--- src/rtl/morse_timing_pkg.sv ---
// -----------------------------------------------------------------------------
// morse_timing_pkg
// Shared timing constants and scheduler state encoding for the Morse decoder
// timing path. Imported by the scheduler top and its counter sub-module.
// -----------------------------------------------------------------------------
package morse_timing_pkg;

  // System clock frequency the strobes are derived from.
  localparam int unsigned CLK_HZ      = 50_000_000;

  // Default system clocks per 1 ms tick.
  localparam int unsigned DEF_MS_DIV  = CLK_HZ / 1000;

  // Default width of the unit-length field (ms).
  localparam int unsigned DEF_UNIT_W  = 10;

  // Default unit length in ms after reset.
  localparam int unsigned DEF_UNIT_MS = 100;

  // Scheduler control states.
  //   IDLE : en low, counters cleared, unit loads applied immediately
  //   RUN  : strobes running, no unit change outstanding
  //   PEND : strobes running, a new unit length waits for the next boundary
  typedef enum logic [1:0] {
    IDLE = 2'd0,
    RUN  = 2'd1,
    PEND = 2'd2
  } sched_state_e;

endpackage : morse_timing_pkg

--- src/rtl/morse_tick_scheduler_tick_counter.sv ---
// -----------------------------------------------------------------------------
// tick_counter
// Modulo-N counter with advance enable, synchronous clear and a wrap pulse.
// The modulus is given at runtime as its last value (N-1). Passing N-1 rather
// than N means the compare value always fits in WIDTH bits.
//
// Ports:
//   clk     in   1      clock
//   rst_n   in   1      asynchronous active-low reset
//   i_en    in   1      advance the counter this cycle
//   i_clr   in   1      synchronous clear (wins over i_en)
//   i_last  in   WIDTH  terminal count (modulus - 1)
//   o_wrap  out  1      combinational: counter is at i_last and advancing,
//                       so it returns to 0 on this edge
// -----------------------------------------------------------------------------
module tick_counter
  import morse_timing_pkg::*;
#(
  parameter int unsigned WIDTH = 8
) (
  input  logic             clk,
  input  logic             rst_n,
  input  logic             i_en,
  input  logic             i_clr,
  input  logic [WIDTH-1:0] i_last,
  output logic             o_wrap
);

  logic [WIDTH-1:0] r_cnt;
  logic             w_at_last;

  assign w_at_last = (r_cnt == i_last);
  assign o_wrap    = i_en & ~i_clr & w_at_last;

  // NOTE: sequential state is written with non-blocking assignments so every
  // register samples pre-edge values, independent of statement order.
  always_ff @(posedge clk or negedge rst_n) begin
    if (!rst_n) begin
      r_cnt <= '0;
    end else if (i_clr) begin
      r_cnt <= '0;
    end else if (i_en) begin
      r_cnt <= w_at_last ? '0 : r_cnt + WIDTH'(1);
    end
  end

endmodule : tick_counter

--- src/rtl/morse_tick_scheduler.sv ---
// -----------------------------------------------------------------------------
// morse_tick_scheduler
// Produces the single-cycle clock enables used by the Morse decoder:
//   - pix_en    : 25 MHz pixel enable (every 2nd clock)
//   - ms_tick   : one pulse every MS_DIV clocks
//   - unit_tick : one pulse every unit_ms_cur ms ticks (dot-length base)
// A new unit length is requested with unit_load. While idle it is applied at
// once; while running it is held pending and applied on the next unit
// boundary, so a unit is never cut short or stretched mid-way.
//
// Ports:
//   clk_in       in   1       50 MHz system clock
//   rst          in   1       asynchronous active-low reset
//   en           in   1       run enable; 0 clears counters and idles
//   unit_ms_in   in   UNIT_W  requested unit length in ms (0 treated as 1)
//   unit_load    in   1       1-cycle load request for unit_ms_in
//   unit_ack     out  1       1-cycle pulse: requested length now in effect
//   pix_en       out  1       pixel enable, high every 2nd clock
//   ms_tick      out  1       1-cycle pulse every MS_DIV clocks
//   unit_tick    out  1       1-cycle pulse every unit_ms_cur ms ticks
//   unit_ms_cur  out  UNIT_W  unit length currently in effect
// All outputs are registered.
// -----------------------------------------------------------------------------
module morse_tick_scheduler
  import morse_timing_pkg::*;
#(
  parameter int unsigned MS_DIV       = DEF_MS_DIV,
  parameter int unsigned UNIT_W       = DEF_UNIT_W,
  parameter int unsigned UNIT_DEFAULT = DEF_UNIT_MS
) (
  input  logic              clk_in,
  input  logic              rst,
  input  logic              en,
  input  logic [UNIT_W-1:0] unit_ms_in,
  input  logic              unit_load,
  output logic              unit_ack,
  output logic              pix_en,
  output logic              ms_tick,
  output logic              unit_tick,
  output logic [UNIT_W-1:0] unit_ms_cur
);

  localparam int unsigned      MS_W    = $clog2(MS_DIV);
  localparam logic [MS_W-1:0]  MS_LAST = MS_W'(MS_DIV - 1);

  // ---------------------------------------------------------------------------
  // Registers
  // ---------------------------------------------------------------------------
  sched_state_e      r_state;
  logic              r_phase;
  logic              r_pix_en;
  logic              r_ms_tick;
  logic              r_unit_tick;
  logic              r_unit_ack;
  logic              r_ack_dly;      // boundary apply: ack follows one cycle later
  logic [UNIT_W-1:0] r_unit_ms_cur;
  logic [UNIT_W-1:0] r_pend_ms;

  // ---------------------------------------------------------------------------
  // Combinational signals
  // ---------------------------------------------------------------------------
  sched_state_e      w_state_nxt;
  logic              w_ms_wrap;
  logic              w_unit_wrap;
  logic [UNIT_W-1:0] w_unit_last;
  logic [UNIT_W-1:0] w_load_val;
  logic              w_cur_we;
  logic [UNIT_W-1:0] w_cur_val;
  logic              w_pend_we;
  logic              w_ack_now;
  logic              w_ack_later;

  // A zero-length unit would never wrap; treat it as the shortest legal unit.
  assign w_load_val  = (unit_ms_in == '0) ? UNIT_W'(1) : unit_ms_in;

  // unit_ms_cur is never 0, so the terminal count cannot underflow.
  assign w_unit_last = r_unit_ms_cur - UNIT_W'(1);

  // ---------------------------------------------------------------------------
  // ms divider: advances every clock while enabled.
  // ---------------------------------------------------------------------------
  tick_counter #(
    .WIDTH (MS_W)
  ) u_ms_cnt (
    .clk    (clk_in),
    .rst_n  (rst),
    .i_en   (en),
    .i_clr  (~en),
    .i_last (MS_LAST),
    .o_wrap (w_ms_wrap)
  );

  // ---------------------------------------------------------------------------
  // unit divider: advances on each ms wrap, so its wrap always coincides with
  // an ms wrap. The modulus only changes on a wrap (counter already 0) or
  // while cleared, so the counter never sits above the terminal count.
  // ---------------------------------------------------------------------------
  tick_counter #(
    .WIDTH (UNIT_W)
  ) u_unit_cnt (
    .clk    (clk_in),
    .rst_n  (rst),
    .i_en   (w_ms_wrap),
    .i_clr  (~en),
    .i_last (w_unit_last),
    .o_wrap (w_unit_wrap)
  );

  // ---------------------------------------------------------------------------
  // Control FSM: state register
  // ---------------------------------------------------------------------------
  always_ff @(posedge clk_in or negedge rst) begin
    if (!rst) begin
      r_state <= IDLE;
    end else begin
      r_state <= w_state_nxt;
    end
  end

  // ---------------------------------------------------------------------------
  // Control FSM: next state and load/apply decisions
  // ---------------------------------------------------------------------------
  // NOTE: every signal driven here gets a default first; a path that skipped
  // an assignment would otherwise infer a latch.
  always_comb begin
    w_state_nxt = r_state;
    w_cur_we    = 1'b0;
    w_cur_val   = r_pend_ms;
    w_pend_we   = 1'b0;
    w_ack_now   = 1'b0;
    w_ack_later = 1'b0;

    case (r_state)
      IDLE: begin
        // Nothing is running, so a new length can take effect at once.
        if (unit_load) begin
          w_cur_we  = 1'b1;
          w_cur_val = w_load_val;
          w_ack_now = 1'b1;
        end
        if (en) begin
          w_state_nxt = RUN;
        end
      end

      RUN: begin
        if (!en) begin
          w_state_nxt = IDLE;
          if (unit_load) begin
            w_cur_we  = 1'b1;
            w_cur_val = w_load_val;
            w_ack_now = 1'b1;
          end
        end else if (unit_load) begin
          // A load on the boundary edge itself also lands here and waits for
          // the following boundary.
          w_pend_we   = 1'b1;
          w_state_nxt = PEND;
        end
      end

      PEND: begin
        if (!en) begin
          // Stopping: flush the outstanding length immediately.
          w_state_nxt = IDLE;
          w_cur_we    = 1'b1;
          w_cur_val   = unit_load ? w_load_val : r_pend_ms;
          w_ack_now   = 1'b1;
        end else if (unit_load) begin
          // Newer request replaces the pending one, including on a boundary
          // edge; only the last value is ever acknowledged.
          w_pend_we = 1'b1;
        end else if (w_unit_wrap) begin
          w_cur_we    = 1'b1;
          w_cur_val   = r_pend_ms;
          w_ack_later = 1'b1;
          w_state_nxt = RUN;
        end
      end

      default: begin
        w_state_nxt = IDLE;
      end
    endcase
  end

  // ---------------------------------------------------------------------------
  // Strobe and unit-length registers
  // ---------------------------------------------------------------------------
  always_ff @(posedge clk_in or negedge rst) begin
    if (!rst) begin
      r_phase       <= 1'b0;
      r_pix_en      <= 1'b0;
      r_ms_tick     <= 1'b0;
      r_unit_tick   <= 1'b0;
      r_unit_ack    <= 1'b0;
      r_ack_dly     <= 1'b0;
      r_unit_ms_cur <= UNIT_W'(UNIT_DEFAULT);
      r_pend_ms     <= '0;
    end else begin
      // Phase toggles while enabled and restarts from 0 whenever en drops,
      // so the first pix_en lands on the 2nd clock after en rises.
      r_phase     <= en & ~r_phase;
      r_pix_en    <= en & r_phase;
      r_ms_tick   <= w_ms_wrap;
      r_unit_tick <= w_unit_wrap;
      r_ack_dly   <= w_ack_later;
      r_unit_ack  <= w_ack_now | r_ack_dly;
      if (w_cur_we) begin
        r_unit_ms_cur <= w_cur_val;
      end
      if (w_pend_we) begin
        r_pend_ms <= w_load_val;
      end
    end
  end

  assign pix_en      = r_pix_en;
  assign ms_tick     = r_ms_tick;
  assign unit_tick   = r_unit_tick;
  assign unit_ack    = r_unit_ack;
  assign unit_ms_cur = r_unit_ms_cur;

endmodule : morse_tick_scheduler

--- config.mk ---
export PLATFORM = sky130hd
export DESIGN_NAME = morse_tick_scheduler
export DESIGN_NICKNAME = d
export VERILOG_FILES = /design/src/rtl/morse_timing_pkg.sv /design/src/rtl/morse_tick_scheduler_tick_counter.sv /design/src/rtl/morse_tick_scheduler.sv
export SDC_FILE = /design/constraint.sdc
export NUM_CORES = 1
export LEC_CHECK = 0
export CAP_MARGIN = 5
export CORE_ASPECT_RATIO = 1.1
export CORE_UTILIZATION = 45
export CTS_BUF_LIST = sky130_fd_sc_hd__clkbuf_2
export CTS_CLUSTER_DIAMETER = 50
export DETAILED_ROUTE_END_ITERATION = 16
export PLACE_DENSITY = 0.74
export SYNTH_ARGS = -nofsm -noshare
export SYNTH_HDL_FRONTEND = slang
export SYNTH_SLANG_ARGS = --single-unit
--- constraint.sdc ---
create_clock -name clk_in -period 4.2 [get_ports clk_in]
set_clock_uncertainty 0.15 [all_clocks]
set_input_delay 0.84 -clock clk_in [delete_from_list [all_inputs] [get_ports clk_in]]
set_output_delay 0.84 -clock clk_in [all_outputs]
set_load 0.05 [all_outputs]
==> run metrics <==
run status=finished, final reports clean; DR vias=approximately 2300; RSZ-0062 raised after global routing=no; Routed Antenna Nets=0; Detailed Place HPWL=~4500 um; cell taking the most area after synthesis=dfrtp_1; DRC=0; drt total wl=~6000 um; post-CTS setup buffers=0; top_reg_cell synth=dfrtp_1; clk_lat worst skew=0.47 ns; # diodes=0; # H-tree levels=2; CTS tree=yes; Resized cells post-CTS=0; Peak Freq=between 300 and 400 MHz; worst setup margin=0.874 ns; Post-Syn Area=between 3000 and 4000 um2; Yosys top cell area share=41.5%; Starting Density=approximately 47%; vias in the first global route=~2200; number of enable flip-flop cells after synthesis=0; slew margin rel.=between 40% and 50%; Slew Limit Fails=0; multi-input logic area=around 1600 um2; Pre-Repair DR Iteration Count=4; startpoint types=flip-flop; Setup TNS Final=0 ns; crit share post-route=79.2%; CTS Sinks=54; Max Cap Violations=0; final net count=between 300 and 400; largest cells by area after synthesis=dfrtp_1, xnor2_1, mux2_2; Yosys cell types=53; Final Hold Fails=0; Vias/cell=5.54; fill count=about 600; Area growth syn-to-layout=12.9%; CP required=roughly 4.5 ns; Die H=just under 90 um; Core Rows=31; Tot GR Track Use=between 10% and 20%; Seq cells post-synth=54; CP endpoint kind=flip-flop; Worst VDD drop=378 uV; CP arrival=3.58 ns; DIE AREA=7170 um2; Reg area=roughly 1400 um2; GPL Wtd Cong=around 0.86; initial antenna violation count=0; Synthesis Warnings=0; syn_nets=around 320; hold_buf cts=0; Worst-path clk slew=0.29 ns; Avg Cell Area, Syn=10.1 um2; CTS buffer count=5; synthesized instance count=approximately 300; Root Buffer=clkbuf_2; mean routed wirelength per cell=approximately 14 um; crit-path max FO=10; Power per Cell Area=just under 600 nW/um2; total I/O pin count=28; CTS Buffer Depth=2; worst-margin pin slew=roughly 0.84 ns; final core utilization=a little over half; total grt overflow=0; DRT iter0 DRCs=~130; crit path kind=reg2reg; Leak=around 0.0015 uW; Die Width=slightly above 80 um; Placement Setup Slack=between 0.8 and 0.9 ns; Min-Delay Path Class=in2async; first-pass GRT wire length=between 10000 and 15000 um; core area=around 6600 um2; Seq/Total Area, Yosys=roughly 44%; Synth async-reset ratio=100%; Tmin final=approximately 3.3 ns; layout cell share with drive strength beyond 1=~15%; Setup Viol. Count Final=0; pin count of the biggest net entering global routing=39; hold_ws=0.266 ns; Buffers on Ports=27
==> flip-flops by register name, indices dropped and copies added, names as in the netlist <==
register and flops:
r_state 2, unit_tick 1, r_phase 1, u_ms_cnt.r_cnt 16
r_pend_ms 10, pix_en 1, unit_ack 1, u_unit_cnt.r_cnt 10
ms_tick 1, r_ack_dly 1, unit_ms_cur 10
==> worst max-delay path: stages (launching register included) <==
cell and delay, ns:
dfrtp_1 0.50, or4_1 0.53, or3_1 0.36, a2111oi_4 0.37, o221ai_2 0.20, nor4_4 0.23
a31o_1 0.57, mux2_4 0.35
==> Yosys cell counts, types with 4 or more instances <==
library cell	n
nand2_1	27
o21ai_0	14
mux2_2	11
ha_1	7
xor2_1	7
dfrtp_1	51
nor2b_1	6
nand3_1	16
inv_1	14
nor2_1	26
clkbuf_1	5
a21oi_1	8
mux2i_1	7
or2_2	4
a22o_1	6
and3_1	11
xnor2_1	15
mux2_4	8
nor3_1	9
==> logic make-up after synthesis <==
group / after synthesis / synth area share, %
XOR/XNOR: 22 / 6.27
AND/OR/NAND/NOR: 119 / 20.1
multiplexers: 26 / 10.2
flip-flops: 54 / 44.1
adder cells (fa/ha/maj): 7 / 2.85
buffers and inverters: 23 / 3.62
AO/OA/AOI/OAI: 52 / 12.9
==> worst paths after layout <==
check | from | to | slack (ns) | cells past startpoint
max reg2reg | unit_ms_cur[0] | unit_ms_cur[3] | 0.87 | 7
max in group asynchronous | rst | u_unit_cnt.r_cnt[6] | 2.90 | 2
max | unit_ms_cur[0] | unit_ms_cur[3] | 0.87 | 7
min reg2reg | r_phase | r_phase | 0.29 | 1
min in group clk_in | r_phase | r_phase | 0.29 | 1
min | rst | u_ms_cnt.r_cnt[4] | 0.27 | 1
==> where the power goes <==
group | internal [uW] | leakage [uW] | total, uW | switching [uW]
Sequential | 641 | 0.000705 | 765 | 125
Clock | 105 | 0.0000411 | 286 | 181
Combinational | 442 | 0.000789 | 980 | 538
Total | 1190 | 0.00154 | 2030 | 844
==> through the flow <==
| stage | cells | cell area [um2] | power, uW |
|---|---|---|---|
| after floorplan | 303 | 3070 | 1520 |
| after global placement | 405 | 3400 | 1740 |
| after detailed placement | 405 | 3400 | 1760 |
| after CTS | 413 | 3470 | 2050 |
| after global routing | 413 | 3470 | 2170 |
| final | 413 | 3470 | 2030 |
==> layout by cell type, fill, tap and decap left out, types with 9 or more instances in the layout <==
cell	netlist	final
mux2_2	11	11
dfrtp_1	51	51
clkdlybuf4s50_1	0	26
xnor2_1	15	15
and3_1	11	11
nand2_1	27	27
nor2_1	26	26
o21ai_0	14	14
inv_1	14	14
nand3_1	16	16
nor3_1	9	9
==> per-layer routing <==
| metal | GRT usage, % | routed length (um) |
|---|---|---|
| met5 | 0 | 0 |
| met1 | 24.4 | 2770 |
| met3 | 3.51 | 179 |
| met2 | 31.3 | 2910 |
| met4 | 7.14 | 105 |
==> final cells by class <==
cell class	count	area share, %
inverter	14	1.51
multi-input combinational	226	46.3
sequential	54	39.0
tap	82	2.95
timing repair buffer	29	8.07
clock buffer	5	0.721
clock inverter	3	1.41
Note: power is estimated with default switching activity, not from simulation.
